===== config.mk =====
export PLATFORM = sky130hd
export DESIGN_NAME = tree_encode
export DESIGN_NICKNAME = d
export VERILOG_FILES = /design/src/rtl/tree_encode_pkg.sv /design/src/rtl/tree_encode_stack.sv /design/src/rtl/tree_encode.sv
export SDC_FILE = /design/constraint.sdc
export NUM_CORES = 1
export LEC_CHECK = 0
export BUFFER_PORTS_ARGS = -buffer_cell sky130_fd_sc_hd__buf_4
export CORE_MARGIN = 2
export CORE_UTILIZATION = 45
export CTS_CLUSTER_DIAMETER = 100
export CTS_CLUSTER_SIZE = 10
export DETAILED_ROUTE_END_ITERATION = 8
export PLACE_DENSITY = 0.71
export SYNTH_ARGS = -nofsm -noshare
export SYNTH_HDL_FRONTEND = slang
export SYNTH_SLANG_ARGS = --single-unit

===== constraint.sdc =====
create_clock -name clk -period 6.25 [get_ports clk]
set_input_delay 0.625 -clock clk [delete_from_list [all_inputs] [get_ports clk]]
set_output_delay 0.625 -clock clk [all_outputs]
set_load 0.005 [all_outputs]

===== src/rtl/tree_encode_pkg.sv =====
// tree_encode_pkg: shared types and constants for the tree_encode block.
//   state_t   - controller states
//   NODE_BASE - byte address of the record for internal node 128
//   LEAF_LIMIT- child values below this are leaf symbols
//   CODE_BASE - code table lives at CODE_BASE + symbol
//   SENTINEL  - weight byte marking the record past the root
//   MAX_DEPTH - deepest code length supported (stack entries)
//   rec_addr  - byte address of (node, offset) inside the node records
package tree_encode_pkg;

    typedef enum logic [3:0] {
        IDLE,
        FIND_END,
        RWAIT,
        CHECK_END,
        DIG_ISSUE,
        DWAIT,
        DCHECK,
        STORE_CODE,
        SWAIT,
        STORE_CNT,
        CWAIT,
        FINISH
    } state_t;

    localparam logic [9:0] NODE_BASE  = 10'd256;
    localparam logic [7:0] LEAF_LIMIT = 8'd128;
    localparam logic [7:0] CODE_BASE  = 8'd128;
    localparam logic [7:0] SENTINEL   = 8'hFF;
    localparam logic [3:0] MAX_DEPTH  = 4'd8;
    localparam int         STACK_DEPTH = 8;

    // Node n occupies three bytes starting at NODE_BASE + 3*(n-128).
    function automatic logic [9:0] rec_addr(input logic [7:0] node, input logic [1:0] off);
        logic [9:0] idx;
        idx = {2'b00, node} - {2'b00, LEAF_LIMIT};
        return NODE_BASE + (idx << 1) + idx + {8'd0, off};
    endfunction

endpackage


===== src/rtl/tree_encode_stack.sv =====
// tree_encode_stack: depth-first path stack, 8 entries of {node, offset}.
//   clk, reset  - clock and synchronous active-high reset
//   clr         - empty the stack
//   push        - push push_node with offset 2 (ignored when full)
//   pop         - drop the top entry
//   dec         - decrement the offset of the top entry; when issued
//                 together with pop it applies to the new top (the parent)
//   top_node/top_off - current top entry
//   depth       - number of entries held (0..8)
module tree_encode_stack
    import tree_encode_pkg::*;
(
    input  logic       clk,
    input  logic       reset,
    input  logic       clr,
    input  logic       push,
    input  logic       pop,
    input  logic       dec,
    input  logic [7:0] push_node,
    output logic [7:0] top_node,
    output logic [1:0] top_off,
    output logic [3:0] depth
);

    logic [3:0]                 sp_q, sp_d;
    logic [3:0]                 dec_idx;
    logic [3:0]                 top_idx;
    logic [STACK_DEPTH*8-1:0]   node_flat;
    logic [STACK_DEPTH*2-1:0]   off_flat;

    always_comb begin
        sp_d = sp_q;
        if (clr) begin
            sp_d = 4'd0;
        end else if (push && (sp_q < MAX_DEPTH)) begin
            sp_d = sp_q + 4'd1;
        end else if (pop && (sp_q != 4'd0)) begin
            sp_d = sp_q - 4'd1;
        end
        // A combined pop+dec targets the entry below the current top.
        dec_idx = pop ? (sp_q - 4'd2) : (sp_q - 4'd1);
        top_idx = sp_q - 4'd1;
    end

    always_ff @(posedge clk) begin
        if (reset) begin
            sp_q <= 4'd0;
        end else begin
            sp_q <= sp_d;
        end
    end

    genvar gi;
    generate
        for (gi = 0; gi < STACK_DEPTH; gi++) begin : g_entry
            logic [7:0] node_q, node_d;
            logic [1:0] off_q, off_d;

            always_comb begin
                node_d = node_q;
                off_d  = off_q;
                if (clr) begin
                    node_d = 8'd0;
                    off_d  = 2'd0;
                end else if (push && (sp_q == 4'(gi))) begin
                    node_d = push_node;
                    off_d  = 2'd2;
                end else if (dec && (dec_idx == 4'(gi)) && (off_q != 2'd0)) begin
                    off_d  = off_q - 2'd1;
                end
            end

            always_ff @(posedge clk) begin
                if (reset) begin
                    node_q <= 8'd0;
                    off_q  <= 2'd0;
                end else begin
                    node_q <= node_d;
                    off_q  <= off_d;
                end
            end

            assign node_flat[gi*8 +: 8] = node_q;
            assign off_flat[gi*2 +: 2]  = off_q;
        end
    endgenerate

    assign top_node = node_flat[top_idx[2:0]*8 +: 8];
    assign top_off  = off_flat[top_idx[2:0]*2 +: 2];
    assign depth    = sp_q;

endmodule


===== src/rtl/tree_encode.sv =====
// tree_encode: walks a Huffman tree held in byte memory and writes a
// left-justified code and a length for every leaf symbol.
//   clk, reset        - clock and synchronous active-high reset
//   const_tree_start  - start request, honoured only while idle
//   search_node_data  - read data, valid in the second cycle of a read
//   const_tree_addr   - memory address for reads and writes
//   CT_R / CT_W       - read / write strobes (2-cycle accesses)
//   RC_data           - write data
//   const_tree_finish - one-cycle pulse when the code table is complete
// Optional: define TREE_ENCODE_ASSERT_EN to include simulation assertions.
module tree_encode
    import tree_encode_pkg::*;
(
    input  logic       clk,
    input  logic       reset,
    input  logic       const_tree_start,
    input  logic [7:0] search_node_data,
    output logic [9:0] const_tree_addr,
    output logic       CT_R,
    output logic       CT_W,
    output logic [7:0] RC_data,
    output logic       const_tree_finish
);

    state_t     state_q, state_d;
    logic [7:0] scan_q, scan_d;     // node being probed for the sentinel
    logic [7:0] data_q, data_d;     // byte captured in the read wait cycle
    logic [7:0] path_q, path_d;     // branch bits of the ancestors, MSB first
    logic [7:0] sym_q, sym_d;
    logic [7:0] code_q, code_d;
    logic [3:0] len_q, len_d;

    logic       st_clr, st_push, st_pop, st_dec;
    logic [7:0] st_push_node;
    logic [7:0] top_node;
    logic [1:0] top_off;
    logic [3:0] depth;

    logic       branch;
    logic [7:0] bit_mask;   // bit owned by a child of the top node
    logic [7:0] keep_mask;  // bits owned by the ancestors of that child

    tree_encode_stack u_stack (
        .clk       (clk),
        .reset     (reset),
        .clr       (st_clr),
        .push      (st_push),
        .pop       (st_pop),
        .dec       (st_dec),
        .push_node (st_push_node),
        .top_node  (top_node),
        .top_off   (top_off),
        .depth     (depth)
    );

    always_comb begin
        state_d      = state_q;
        scan_d       = scan_q;
        data_d       = data_q;
        path_d       = path_q;
        sym_d        = sym_q;
        code_d       = code_q;
        len_d        = len_q;
        st_clr       = 1'b0;
        st_push      = 1'b0;
        st_pop       = 1'b0;
        st_dec       = 1'b0;
        st_push_node = data_q;
        branch       = top_off[1];
        bit_mask     = 8'h80 >> (depth - 4'd1);
        keep_mask    = ~(8'hFF >> (depth - 4'd1));

        case (state_q)
            IDLE: begin
                if (const_tree_start) begin
                    scan_d  = LEAF_LIMIT;
                    st_clr  = 1'b1;
                    state_d = FIND_END;
                end
            end
            FIND_END: state_d = RWAIT;
            RWAIT: begin
                data_d  = search_node_data;
                state_d = CHECK_END;
            end
            CHECK_END: begin
                if (data_q == SENTINEL) begin
                    if (scan_q == LEAF_LIMIT) begin
                        state_d = FINISH;           // empty tree
                    end else begin
                        st_push      = 1'b1;
                        st_push_node = scan_q - 8'd1;
                        path_d       = 8'd0;
                        state_d      = DIG_ISSUE;
                    end
                end else if (scan_q == 8'hFF) begin
                    state_d = FINISH;               // node space exhausted, no sentinel
                end else begin
                    scan_d  = scan_q + 8'd1;
                    state_d = FIND_END;
                end
            end
            DIG_ISSUE: state_d = DWAIT;
            DWAIT: begin
                data_d  = search_node_data;
                state_d = DCHECK;
            end
            DCHECK: begin
                if (top_off == 2'd0) begin
                    if (depth == 4'd1) begin
                        st_clr  = 1'b1;
                        state_d = FINISH;
                    end else begin
                        st_pop  = 1'b1;
                        st_dec  = 1'b1;
                        state_d = DIG_ISSUE;
                    end
                end else if (data_q >= LEAF_LIMIT) begin
                    // A child at the maximum depth cannot hold a code: skip it.
                    if (depth >= MAX_DEPTH) begin
                        st_dec = 1'b1;
                    end else begin
                        st_push = 1'b1;
                        path_d  = (path_q & ~bit_mask) | (branch ? bit_mask : 8'h00);
                    end
                    state_d = DIG_ISSUE;
                end else begin
                    sym_d   = data_q;
                    code_d  = (path_q & keep_mask) | (branch ? bit_mask : 8'h00);
                    len_d   = depth;
                    state_d = STORE_CODE;
                end
            end
            STORE_CODE: state_d = SWAIT;
            SWAIT:      state_d = STORE_CNT;
            STORE_CNT:  state_d = CWAIT;
            CWAIT: begin
                st_dec  = 1'b1;
                state_d = DIG_ISSUE;
            end
            FINISH:  state_d = IDLE;
            default: state_d = IDLE;
        endcase
    end

    always_ff @(posedge clk) begin
        if (reset) begin
            state_q <= IDLE;
            scan_q  <= 8'd0;
            data_q  <= 8'd0;
            path_q  <= 8'd0;
            sym_q   <= 8'd0;
            code_q  <= 8'd0;
            len_q   <= 4'd0;
        end else begin
            state_q <= state_d;
            scan_q  <= scan_d;
            data_q  <= data_d;
            path_q  <= path_d;
            sym_q   <= sym_d;
            code_q  <= code_d;
            len_q   <= len_d;
        end
    end

    // Outputs depend only on the state and registered values.
    always_comb begin
        const_tree_addr   = 10'd0;
        CT_R              = 1'b0;
        CT_W              = 1'b0;
        RC_data           = 8'd0;
        const_tree_finish = 1'b0;
        case (state_q)
            FIND_END, RWAIT: begin
                CT_R            = 1'b1;
                const_tree_addr = rec_addr(scan_q, 2'd0);
            end
            DIG_ISSUE, DWAIT: begin
                CT_R            = 1'b1;
                const_tree_addr = rec_addr(top_node, top_off);
            end
            STORE_CODE, SWAIT: begin
                CT_W            = 1'b1;
                const_tree_addr = {2'b00, CODE_BASE} + {2'b00, sym_q};
                RC_data         = code_q;
            end
            STORE_CNT, CWAIT: begin
                CT_W            = 1'b1;
                const_tree_addr = {2'b00, sym_q};
                RC_data         = {4'd0, len_q};
            end
            FINISH:  const_tree_finish = 1'b1;
            default: ;
        endcase
    end

`ifdef TREE_ENCODE_ASSERT_EN
    logic finish_prev_q;

    always_ff @(posedge clk) begin
        if (reset) begin
            finish_prev_q <= 1'b0;
        end else begin
            finish_prev_q <= const_tree_finish;
        end
    end

    always_ff @(posedge clk) begin
        if (!reset) begin
            assert (!(CT_R && CT_W));
            assert (depth <= MAX_DEPTH);
            assert (!(finish_prev_q && const_tree_finish));
            assert (!(CT_R || CT_W) || ({1'b0, const_tree_addr} < 11'd1024));
        end
    end
`else
    // Assertions excluded from this build.
`endif

endmodule


# Yosys cells after proc, flatten, opt, wreduce, memory -nomap -nowiden
# Cells that the tools add are included.
dict set report word_totals {
  ff_bits 132
  latch_bits 0
  ram_bits 0
  rom_bits 0
  inputBits 11
  output_inout_bits 21
  word_cells 236
  mem_count 0
}
dict set report classes {
  add_sub_neg 21
  multipliers 0
  div 0
  magnitude_cmp 3
  n_eq_ne 36
  shifts 4
  n_mux 63
  bitwise_logic 8
  reduce_logical 69
}
# operator count
set ops {}
lappend ops {{8-bit two-way mux} 12}
lappend ops {{64-bit by 7-bit indexed part select with 8-bit output} 1}
lappend ops {{4-bit by 3-bit == test with 1-bit output, second input constant} 12}
lappend ops {{8-bit case mux with 2 select lines} 3}
lappend ops {{4-bit case mux with 11 select lines} 1}
lappend ops {{10-bit case mux with 4 select lines} 1}
lappend ops {{2-bit nonzero test} 19}
lappend ops {{4-bit two-way mux} 9}
lappend ops {{2-bit two-way mux} 17}
lappend ops {{1-bit logical AND} 26}
lappend ops {{4-bit by 2-bit == test with 1-bit output, second input constant} 6}
lappend ops {{8-bit == test, second input constant} 3}
lappend ops {{3-bit OR reduction} 8}
lappend ops {{10-bit adder} 2}
lappend ops {{9-bit by 10-bit adder with 10-bit output, first input constant} 2}
lappend ops {{8-bit by 8-bit subtractor with 9-bit output, second input constant} 2}
lappend ops {{1-bit two-way mux} 17}
lappend ops {{8-bit bitwise AND} 2}
lappend ops {{4-bit == test, second input constant} 4}
lappend ops {{2-bit != test, second input constant} 8}
lappend ops {{8-bit NOT} 2}
lappend ops {{8-bit bitwise OR} 2}
lappend ops {{16-bit by 5-bit indexed part select with 2-bit output} 1}
lappend ops {{8-bit by 4-bit >> shifter with 8-bit output, first input constant} 2}
lappend ops {{22 further kinds} 42}

# Depth between registers and ports, before layout
# Gate-level depths: netlist of the first run.
dict set report logic_depth {
  word_depth 11
  mapped_depth 20
  ltp_nobuf 17
}

# By module
# A second synthesis of the first run with hierarchy kept.
dict set report unflattened {
  cells_unflattened 971
  hier_area_um2 8231.6
}
# mod n_inst cells_each area_per_inst_um2 seq_area_each_um2
set modules_own_cells {}
lappend modules_own_cells {tree_encode_stack 1 506 4359.2 1681.6}
lappend modules_own_cells {tree_encode 1 465 3872.5 960.9}

# Worst setup path before layout of the first run
# OpenSTA, ideal clock, no wires.
dict set report synth_path {
  kind {flip-flop to output port}
  startpoint {reg u_stack.sp_q[0], in the netlist u_stack.depth[0]}
  endpoint {out const_tree_addr[7]}
  t_arrival_ns 4.758
  required_time_ns 5.625
  path_slack_ns 0.867
  path_stages_with_launch 20
  path_buffers 4
  path_cell_list {dfxtp_1 -> buf_2 -> clkinv_1 -> ha_1 -> buf_2 -> clkbuf_1 -> clkbuf_1 -> mux4_2 -> nand2_1 -> nand2_1 -> fa_1 -> ha_1 -> fa_1 -> a21o_1 -> a21oi_1 -> o21bai_1 -> a21oi_1 -> xnor2_1 -> o22ai_1 -> a31o_2}
}
dict set report synth_between {
  elab_chain_len 7
  elab_cells_between_ends 8
  cone_classes {add/sub (5); shift (2); mux (1)}
}
# item line_no
set synth_lines {}
lappend synth_lines {{start, declared} tree_encode_stack.sv:25} ;# logic [3:0] sp_q, sp_d;
lappend synth_lines {{start signal, assigned} tree_encode_stack.sv:49} ;# sp_q <= sp_d;
lappend synth_lines {{4-bit by 1-bit subtractor with 4-bit output *} -}
lappend synth_lines {{64-bit by 7-bit indexed part select with 8-bit output} tree_encode_stack.sv:88} ;# assign top_node = node_flat[top_idx[2:0]*8 +: 8];
lappend synth_lines {{8-bit by 8-bit subtractor with 9-bit output} tree_encode_pkg.sv:36} ;# idx = {2'b00, node} - {2'b00, LEAF_LIMIT};
lappend synth_lines {{9-bit by 10-bit adder with 10-bit output} tree_encode_pkg.sv:37} ;# return NODE_BASE + (idx << 1) + idx + {8'd0, off};
lappend synth_lines {{10-bit adder} tree_encode_pkg.sv:37}
lappend synth_lines {{10-bit by 2-bit adder with 10-bit output *} tree_encode_pkg.sv:37}
lappend synth_lines {{10-bit case mux with 4 select lines *} tree_encode.sv:173} ;# case (state_q)
lappend synth_lines {{end, declared} tree_encode.sv:18} ;# output logic [9:0] const_tree_addr,
# Every way passes the cells marked *; elsewhere a longest branch is shown, timed or not.

# Worst setup path after layout of the first run
dict set report layout_path {
  startpoint {reg u_stack.sp_q[1], in the netlist u_stack.depth[1]}
  endpoint {out const_tree_addr[7]}
}
# The elaborated chain is that of the path after synthesis.

==> results_dict.tcl, run 1 <==
set metrics [dict create \
    outcome "finished, final reports clean" \
    die_height_um 136 \
    worstHoldEndpoint "data_q[1]$_SDFFE_PP0P_" \
    critical_path.reg2reg.startpoint "u_stack.depth[0]$_SDFFE_PP0P_" \
    dp.final_hpwl_um 14100 \
    core_um2 17200 \
    max-clock-path-buffers 2 \
    std_cell_rows 48 \
    post-route-drc-count 0 \
    worst_clock_skew_ns 0.0151 \
    vias_per_cell 5.77 \
    cp_common_cell "ha_1" \
    critical_path.max_fanout 15 \
    antenna_found_initial 0 \
    reg2reg_to "u_stack.g_entry[1].off_q[1]$_SDFFE_PP0P_" \
    numCtsBuffers 17 \
    slew_at_the_pin_closest_to_its_max_slew_limit_ns 0.951 \
    grt_pass1_wl_um 32700 \
    grt_pass1_vias 6182 \
    final_layout_size_suffix_gt1_share_pct 12.3 \
    timing.critical_path.arrival_ns 5.32 \
    post_synth_edffs 0 \
    total_i_o_pin_count 32 \
    critical_path_required_ns 5.62 \
    drt_iter0_markers 673 \
    final_cell_mix "181 x nand2_1, 130 x dfxtp_1, 77 x a21oi_1" \
    floorplan.initialDensity_pct 45.7 \
    fmaxAchievable_ghz 0.168 \
    rsz0062_at_grt "false" \
    postSynth.asyncResetShare_pct 0 \
    syn-mean-instance-area_um2 8.56 \
    r2r_slack_ns 1.63 \
    cts-root-buf "clkbuf_16" \
    cp_slowest_cell "mux4_2" \
    grt_use_total_pct 22.6 \
    post_drt_wl_per_cell_um 17.4 \
    dieArea_um2 18500 \
    ratio_of_total_power_to_cell_area_nw_per_um2 229 \
    final_instance_area_um2 8840 \
    final-hold-violation-count 0 \
    post_synth_instance_area_um2 7850 \
    period_minus_slack_ns 5.95 \
    maxCapViolations 0 \
    setup_viol 0 \
    clkLatencyLatePin_ns 0.43 \
    die_width_um 136 \
    post_place_instance_area_um2 8200 \
    worst_r2r_path_depth 10 \
    finalWirelength_um 20200 \
    fillerInstances 1607 \
    via_count 6693 \
    synth_fp_nets 991 \
    postSynthCellCount 917 \
    cts.reportedPaths.clkPinSlew_ns 0.06 \
    ys_warn_count 0 \
    timing.hold.worst.class "in -> reg" \
    setup_tns_ns 0 \
    register_area_um2 2650 \
    layout-area-overhead-vs-synth_pct 12.6 \
    global_route.overflow_total 0 \
    place_congestion 0.941 \
    max_slew_margin_pct 36.5 \
    pin_count_of_the_biggest_net_entering_global_routing 45 \
    net_count_of_the_finished_layout 996 \
    post_cts_resize_count 0 \
    most_common_library_cell_in_the_layout_ignoring_fill_and_taps "nand2_1" \
    portBuffers 31 \
    power.ir.vdd_worst_v 0.000184 \
    post_cts_hold_buffers 0 \
    setup.worst_path.end_class "output pin" \
    seq_area_frac_synth_pct 33.7 \
    finalCritPeriodShare_pct 95.2 \
    drt-pass1-iter-count 5 \
    antenna_left 0 \
    multiInputGateArea_um2 4800 \
    hold_depth 3 \
    synth-seq-cells 132 \
    postSynth.topFlopCell "dfxtp_1" \
    report.final.slew_viol_count 0 \
    timing.hold.worst.start "search_node_data[1]" \
    crit_path_max_incr_delay_ns 0.52 \
    crit_type "reg -> out" \
    cts_max_level 4 \
    timing.critical_path.from_type "register" \
    clock_sink_count 132 \
    num_antenna_cells 0 \
    tritoncts "yes" \
    synth_cell_type_count 59 \
    cp_cell_sequence "inv_1 -> ha_1 -> inv_1 -> ha_1 -> buf_4 -> mux4_2 -> mux2_4 -> fa_1 -> ha_1 -> fa_1 -> a21o_1 -> a21oi_1 -> o21bai_1 -> a21oi_1 -> xnor2_1 -> o22ai_1 -> a31o_2 -> buf_4" \
    leakagePower_nw 3.25 \
    post_cts_repair_timing_setup_buffer_count 0 \
]
## where the power goes
part	internal, mW	leakage (nW)	switching [mW]
logic	0.0267	1.87	0.0553
registers	0.846	1.06	0.00814
clock network	0.686	0.310	0.404
## layout make-up
cell class                 instances  share of cell area, %
clock buffer                      19                   5.01
clock inverter                    13                   2.22
timing repair buffer              37                   3.14
tap                              225                   3.18
multi-input combinational        681                   54.3
sequential                       132                   29.9
inverter                          53                   2.25
## synth_stat cells (all sizes together) (2+ instances only)
cell / instances / area share [%]
nand4: 6 / 0.48
o221ai: 4 / 0.45
o31ai: 3 / 0.46
o21ai: 19 / 1.2
nand2: 181 / 8.7
or3: 2 / 0.16
and2: 4 / 0.32
fa: 5 / 1.3
mux4: 22 / 6.3
o22ai: 3 / 0.24
nor2: 66 / 3.2
nor3: 24 / 1.7
clkbuf: 32 / 1.5
nor2b: 8 / 0.64
and3: 12 / 0.96
ha: 58 / 9.2
a211oi: 8 / 0.76
a311oi: 5 / 0.56
buf: 19 / 1.3
a221oi: 7 / 0.78
xnor2: 32 / 3.6
o2111ai: 5 / 0.64
nor3b: 2 / 0.19
a21boi: 14 / 1.3
mux2i: 35 / 4.5
a2111oi: 4 / 1.1
dfxtp: 132 / 34
nand3: 17 / 1.1
o21bai: 4 / 0.38
a222oi: 3 / 0.38
a31oi: 12 / 0.96
nand2b: 5 / 0.40
inv: 52 / 2.5
mux2: 8 / 1.2
a21oi: 79 / 5.2
a22oi: 7 / 0.84
a21o: 5 / 0.48
xor2: 4 / 0.45
## critical path, delay by kind of cell (launching register included)
family | cells | cell delay [ns]
flip-flops | 1 | 0.39
adder cells (fa/ha/maj) | 5 | 1.71
multiplexers | 2 | 0.89
AO/OA/AOI/OAI | 6 | 1.14
buffers and inverters | 4 | 0.62
XOR/XNOR | 1 | 0.15
## kinds of logic after synthesis
group	count (synthesis)	share of synthesized area, %
multiplexers	65	12.0
AND/OR/NAND/NOR	329	18.0
adder cells (fa/ha/maj)	64	10.6
buffers and inverters	104	5.34
AO/OA/AOI/OAI	187	16.3
XOR/XNOR	36	4.02
flip-flops	132	33.7
## sequential cells by signal, indices dropped and copies added, names as in the netlist, 8 cells and up
name and count:
u_stack.g_entry.node_q 64, u_stack.g_entry.off_q 16, code_q 8, data_q 8, path_q 8, scan_q 8
sym_q 8
## metal layers
layer / vias to the layer above / share of wire (%) / track usage (%)
li1: 3220 / - / -
met1: 3174 / 46 / 30.6
met2: 258 / 46 / 36.3
met3: 41 / 6.0 / 3.88
met4: 0 / 2.0 / 7.81
met5: - / 0 / 0
## through the flow
step / instances / power (mW) / setup slack [ns] / util (%) / hold slack, ns
finish: 1160 / 2.03 / 0.303 / 51.5 / 0.439
global route: 1160 / 2.08 / 0.0974 / 51.5 / 0.453
CTS: 1160 / 2.03 / 0.244 / 51.5 / 0.436
detailed placement: 1128 / 0.954 / 0.737 / 47.7 / 0.447
global placement: 1128 / 0.954 / 0.850 / 47.7 / 0.439
floorplan: 917 / 0.922 / 0.867 / - / 0.433
## worst max-delay path by stage
stage                                        from                 end  slack (ns)  cells after the start
finish              u_stack.depth[1]$_SDFFE_PP0P_  const_tree_addr[7]        0.30                     18
global route        u_stack.depth[1]$_SDFFE_PP0P_  const_tree_addr[7]         0.1                     18
CTS                 u_stack.depth[1]$_SDFFE_PP0P_  const_tree_addr[7]        0.24                     18
detailed placement  u_stack.depth[1]$_SDFFE_PP0P_  const_tree_addr[7]        0.74                     18
global placement    u_stack.depth[1]$_SDFFE_PP0P_  const_tree_addr[7]        0.85                     18
floorplan           u_stack.depth[0]$_SDFFE_PP0P_  const_tree_addr[7]        0.87                     19
Power figures use the tool's default switching activity.
==> run 2, diff against run 1 <==
--- a/config.mk
+++ b/config.mk
@@ -11,7 +11,7 @@
 export CTS_CLUSTER_DIAMETER = 100
 export CTS_CLUSTER_SIZE = 10
 export DETAILED_ROUTE_END_ITERATION = 8
-export PLACE_DENSITY = 0.71
+export PLACE_DENSITY = 0.74
 export SYNTH_ARGS = -nofsm -noshare
 export SYNTH_HDL_FRONTEND = slang
 export SYNTH_SLANG_ARGS = --single-unit
==> constraint.sdc (replaced) <==
create_clock -name clk -period 5 [get_ports clk]
set_input_delay 0.5 -clock clk [delete_from_list [all_inputs] [get_ports clk]]
set_output_delay 0.5 -clock clk [all_outputs]
set_load 0.005 [all_outputs]
==> run 2 against run 1 <==
- worst setup slack got worse by 0.11 ns
- clock skew is 0.0072 ns lower
- register-to-register slack worse by 0.49 ns
- first-iteration DRC count fell by 22%
- sequential share of layout area down 0.24 points
- cell area rose by 0.82%
- utilization rose by 0.42 points
- sequential power rose by 25%
- critical path depth shrank 1
- highest routed layer unchanged
==> results_dict.tcl, run 2 (synthesized netlist as in run 1, its figures left out) <==
set metrics [dict create \
    netSwitchingPower_mw 0.536 \
    grt_use_total_pct 22.2 \
    final-hold-violation-count 0 \
    leakagePower_nw 3.27 \
    ratio_of_total_power_to_cell_area_nw_per_um2 263 \
    critical_path.reg2reg.startpoint "u_stack.depth[0]$_SDFFE_PP0P_" \
    worst_r2r_path_depth 11 \
    clkPwrFrac_pct 50.0 \
    post_cts_hold_buffers 0 \
    worst_clock_skew_ns 0.00795 \
    clock_sink_count 132 \
    numCtsBuffers 17 \
    dp.final_hpwl_um 14000 \
    pin_count_of_the_biggest_net_entering_global_routing 85 \
    period_minus_slack_ns 4.80 \
    via_count 6595 \
    hold_depth 3 \
    net_count_of_the_finished_layout 1007 \
    power.share.sequential_pct 45.5 \
    critical_path_required_ns 4.50 \
    total_i_o_pin_count 32 \
    post-route-drc-count 0 \
    setup_viol 0 \
    report.final.slew_viol_count 0 \
    grt_pass1_vias 6171 \
    num_antenna_cells 0 \
    largest_register_ffs 64 \
    timing.hold.worst.class "in -> reg" \
    worst_path_dominant_cell_family "adder cells" \
    timing.hold.worst.start "search_node_data[1]" \
    std_cell_rows 48 \
    maxCapViolations 0 \
    fin_total_pwr_mw 2.35 \
    die_width_um 136 \
    switching_share_pct 22.8 \
    worstHoldEndpoint "data_q[1]$_SDFFE_PP0P_" \
    finalCritPeriodShare_pct 96.1 \
    p_comb_share_pct 4.5 \
    max-clock-path-buffers 2 \
    cp_cell_sequence "inv_2 -> ha_4 -> inv_2 -> ha_4 -> mux4_2 -> mux2_4 -> fa_1 -> ha_2 -> fa_2 -> a21o_1 -> a21oi_2 -> o21bai_1 -> a21oi_2 -> xnor2_1 -> o22ai_1 -> a31o_2 -> buf_4" \
    rsz0062_at_grt "true" \
    outcome "finished, final reports clean" \
    cp_slowest_cell "mux4_2" \
    die_height_um 136 \
    slew_at_the_pin_closest_to_its_max_slew_limit_ns 1.09 \
    setup.worst_path.end_class "output pin" \
    vias_per_cell 5.63 \
    cts.reportedPaths.clkPinSlew_ns 0.05 \
    post_drt_wl_per_cell_um 16.9 \
    cts_max_level 4 \
    global_route.overflow_total 0 \
    drt-pass1-iter-count 5 \
    place_congestion 0.899 \
    dieArea_um2 18500 \
    power.ir.vdd_worst_v 0.000214 \
    reg2reg_to "u_stack.g_entry[2].off_q[1]$_SDFFE_PP0P_" \
    critical_path.n_buffers_inverters 3 \
    floorplan.initialDensity_pct 45.7 \
    cell_internal_pwr_mw 1.81 \
    final_cell_mix "181 x nand2_1, 130 x dfxtp_1, 75 x a21oi_1" \
    setup_tns_ns 0 \
    dp_slack_ns 0.269 \
    cts-root-buf "clkbuf_16" \
    finalWirelength_um 19800 \
    drt_iter0_markers 525 \
    core_um2 17200 \
    fillerInstances 1593 \
    portBuffers 31 \
    crit_path_max_incr_delay_ns 0.49 \
    grt_pass1_wl_um 32300 \
    antenna_found_initial 0 \
    layout-area-overhead-vs-synth_pct 13.5 \
    final_layout_size_suffix_gt1_share_pct 14.1 \
    most_common_library_cell_in_the_layout_ignoring_fill_and_taps "nand2_1" \
    fmaxAchievable_ghz 0.208 \
    clkLatencyLatePin_ns 0.43 \
    critical_path.max_fanout 3 \
    crit_type "reg -> out" \
    regMostFlops "u_stack.g_entry.node_q" \
    biggestRegsByFlops "u_stack.g_entry.node_q (64), u_stack.g_entry.off_q (16)" \
    timing.critical_path.from_type "register" \
    max_slew_margin_pct 27.5 \
    antenna_left 0 \
    least_setup_slack_across_all_paths_after_layout_ns 0.196 \
    r2r_slack_ns 1.14 \
    timing.critical_path.arrival_ns 4.30 \
    tritoncts "yes" \
]
## run 2: changes by cell type in the layout (fill, tap and decap cells not counted), moves of 3 or more
cell / delta
ha_1: -4
inv_6: -3
clkinv_2: +3
bufinv_16: -3
buf_4: +9
ha_4: +3
clkbuf_1: +3
## run 2: routing by layer
metal / track usage (%) / vias up / part of all wire [%]
met5: 0 / - / 0
met4: 7.64 / 0 / 2.1
met3: 4.06 / 37 / 6.2
met2: 34.7 / 241 / 45
met1: 30.9 / 3098 / 47
li1: - / 3219 / -
## run 2: through the flow
stage | utilization [%] | hold WS [ns] | std cells | cell area [um2]
3_5_place_dp | 48.2 | 0.443 | 1137 | 8280
6_report | 51.9 | 0.316 | 1171 | 8910
5_1_grt | 51.9 | 0.318 | 1171 | 8910
4_1_cts | 51.6 | 0.305 | 1169 | 8870
2_1_floorplan | - | 0.433 | 917 | 7860
3_3_place_gp | 48.2 | 0.440 | 1137 | 8280
## run 2: worst max path at each step
| stage | slack (ns) | to | startpoint | cells after the start |
|---|---|---|---|---|
| 6_report | 0.20 | const_tree_addr[7] | u_stack.depth[1]$_SDFFE_PP0P_ | 17 |
| 5_1_grt | -0.008 | const_tree_addr[7] | u_stack.depth[1]$_SDFFE_PP0P_ | 17 |
| 2_1_floorplan | 0.008 | const_tree_addr[7] | u_stack.depth[0]$_SDFFE_PP0P_ | 16 |
| 3_3_place_gp | 0.35 | const_tree_addr[7] | u_stack.depth[1]$_SDFFE_PP0P_ | 17 |
| 3_5_place_dp | 0.27 | const_tree_addr[7] | u_stack.depth[1]$_SDFFE_PP0P_ | 18 |
| 4_1_cts | 0.05 | const_tree_addr[7] | u_stack.depth[0]$_SDFFE_PP0P_ | 17 |
## run 2: power by group through the flow
stage	logic (mW)	registers (mW)	clock network [mW]
2_1_floorplan	0.0673	1.09	0
3_3_place_gp	0.104	1.09	0
3_5_place_dp	0.105	1.09	0
4_1_cts	0.106	1.07	1.19
5_1_grt	0.115	1.07	1.23
6_report	0.106	1.07	1.18
## run 2: area by class of cell
| cell class | instances | area (um2) | area share (%) |
|---|---|---|---|
| Clock buffer | 24 | 482 | 5.40 |
| Clock inverter | 8 | 76.3 | 0.856 |
| Inverter | 53 | 200 | 2.25 |
| Multi-Input combinational cell | 681 | 4850 | 54.4 |
| Sequential cell | 132 | 2650 | 29.7 |
| Tap cell | 225 | 282 | 3.16 |
| Timing Repair Buffer | 48 | 377 | 4.22 |
## run 2: worst register-to-register path, cell delays in order, from the launching register on
cell and delay, ns:
dfxtp_2 0.34, clkinv_2 0.07, buf_4 0.19, ha_4 0.35, buf_4 0.23, mux2_4 0.20, buf_4 0.20, o211ai_1 0.14
a21oi_1 0.90, and3_1 0.80, inv_1 0.11, a311oi_1 0.26
## run 2: timing repair
item                       CTS  global route
pin swaps                    0             9
setup endpoints to repair    2             2
hold endpoints to repair     0             0
resized for setup            6             9
setup buffers                0             2
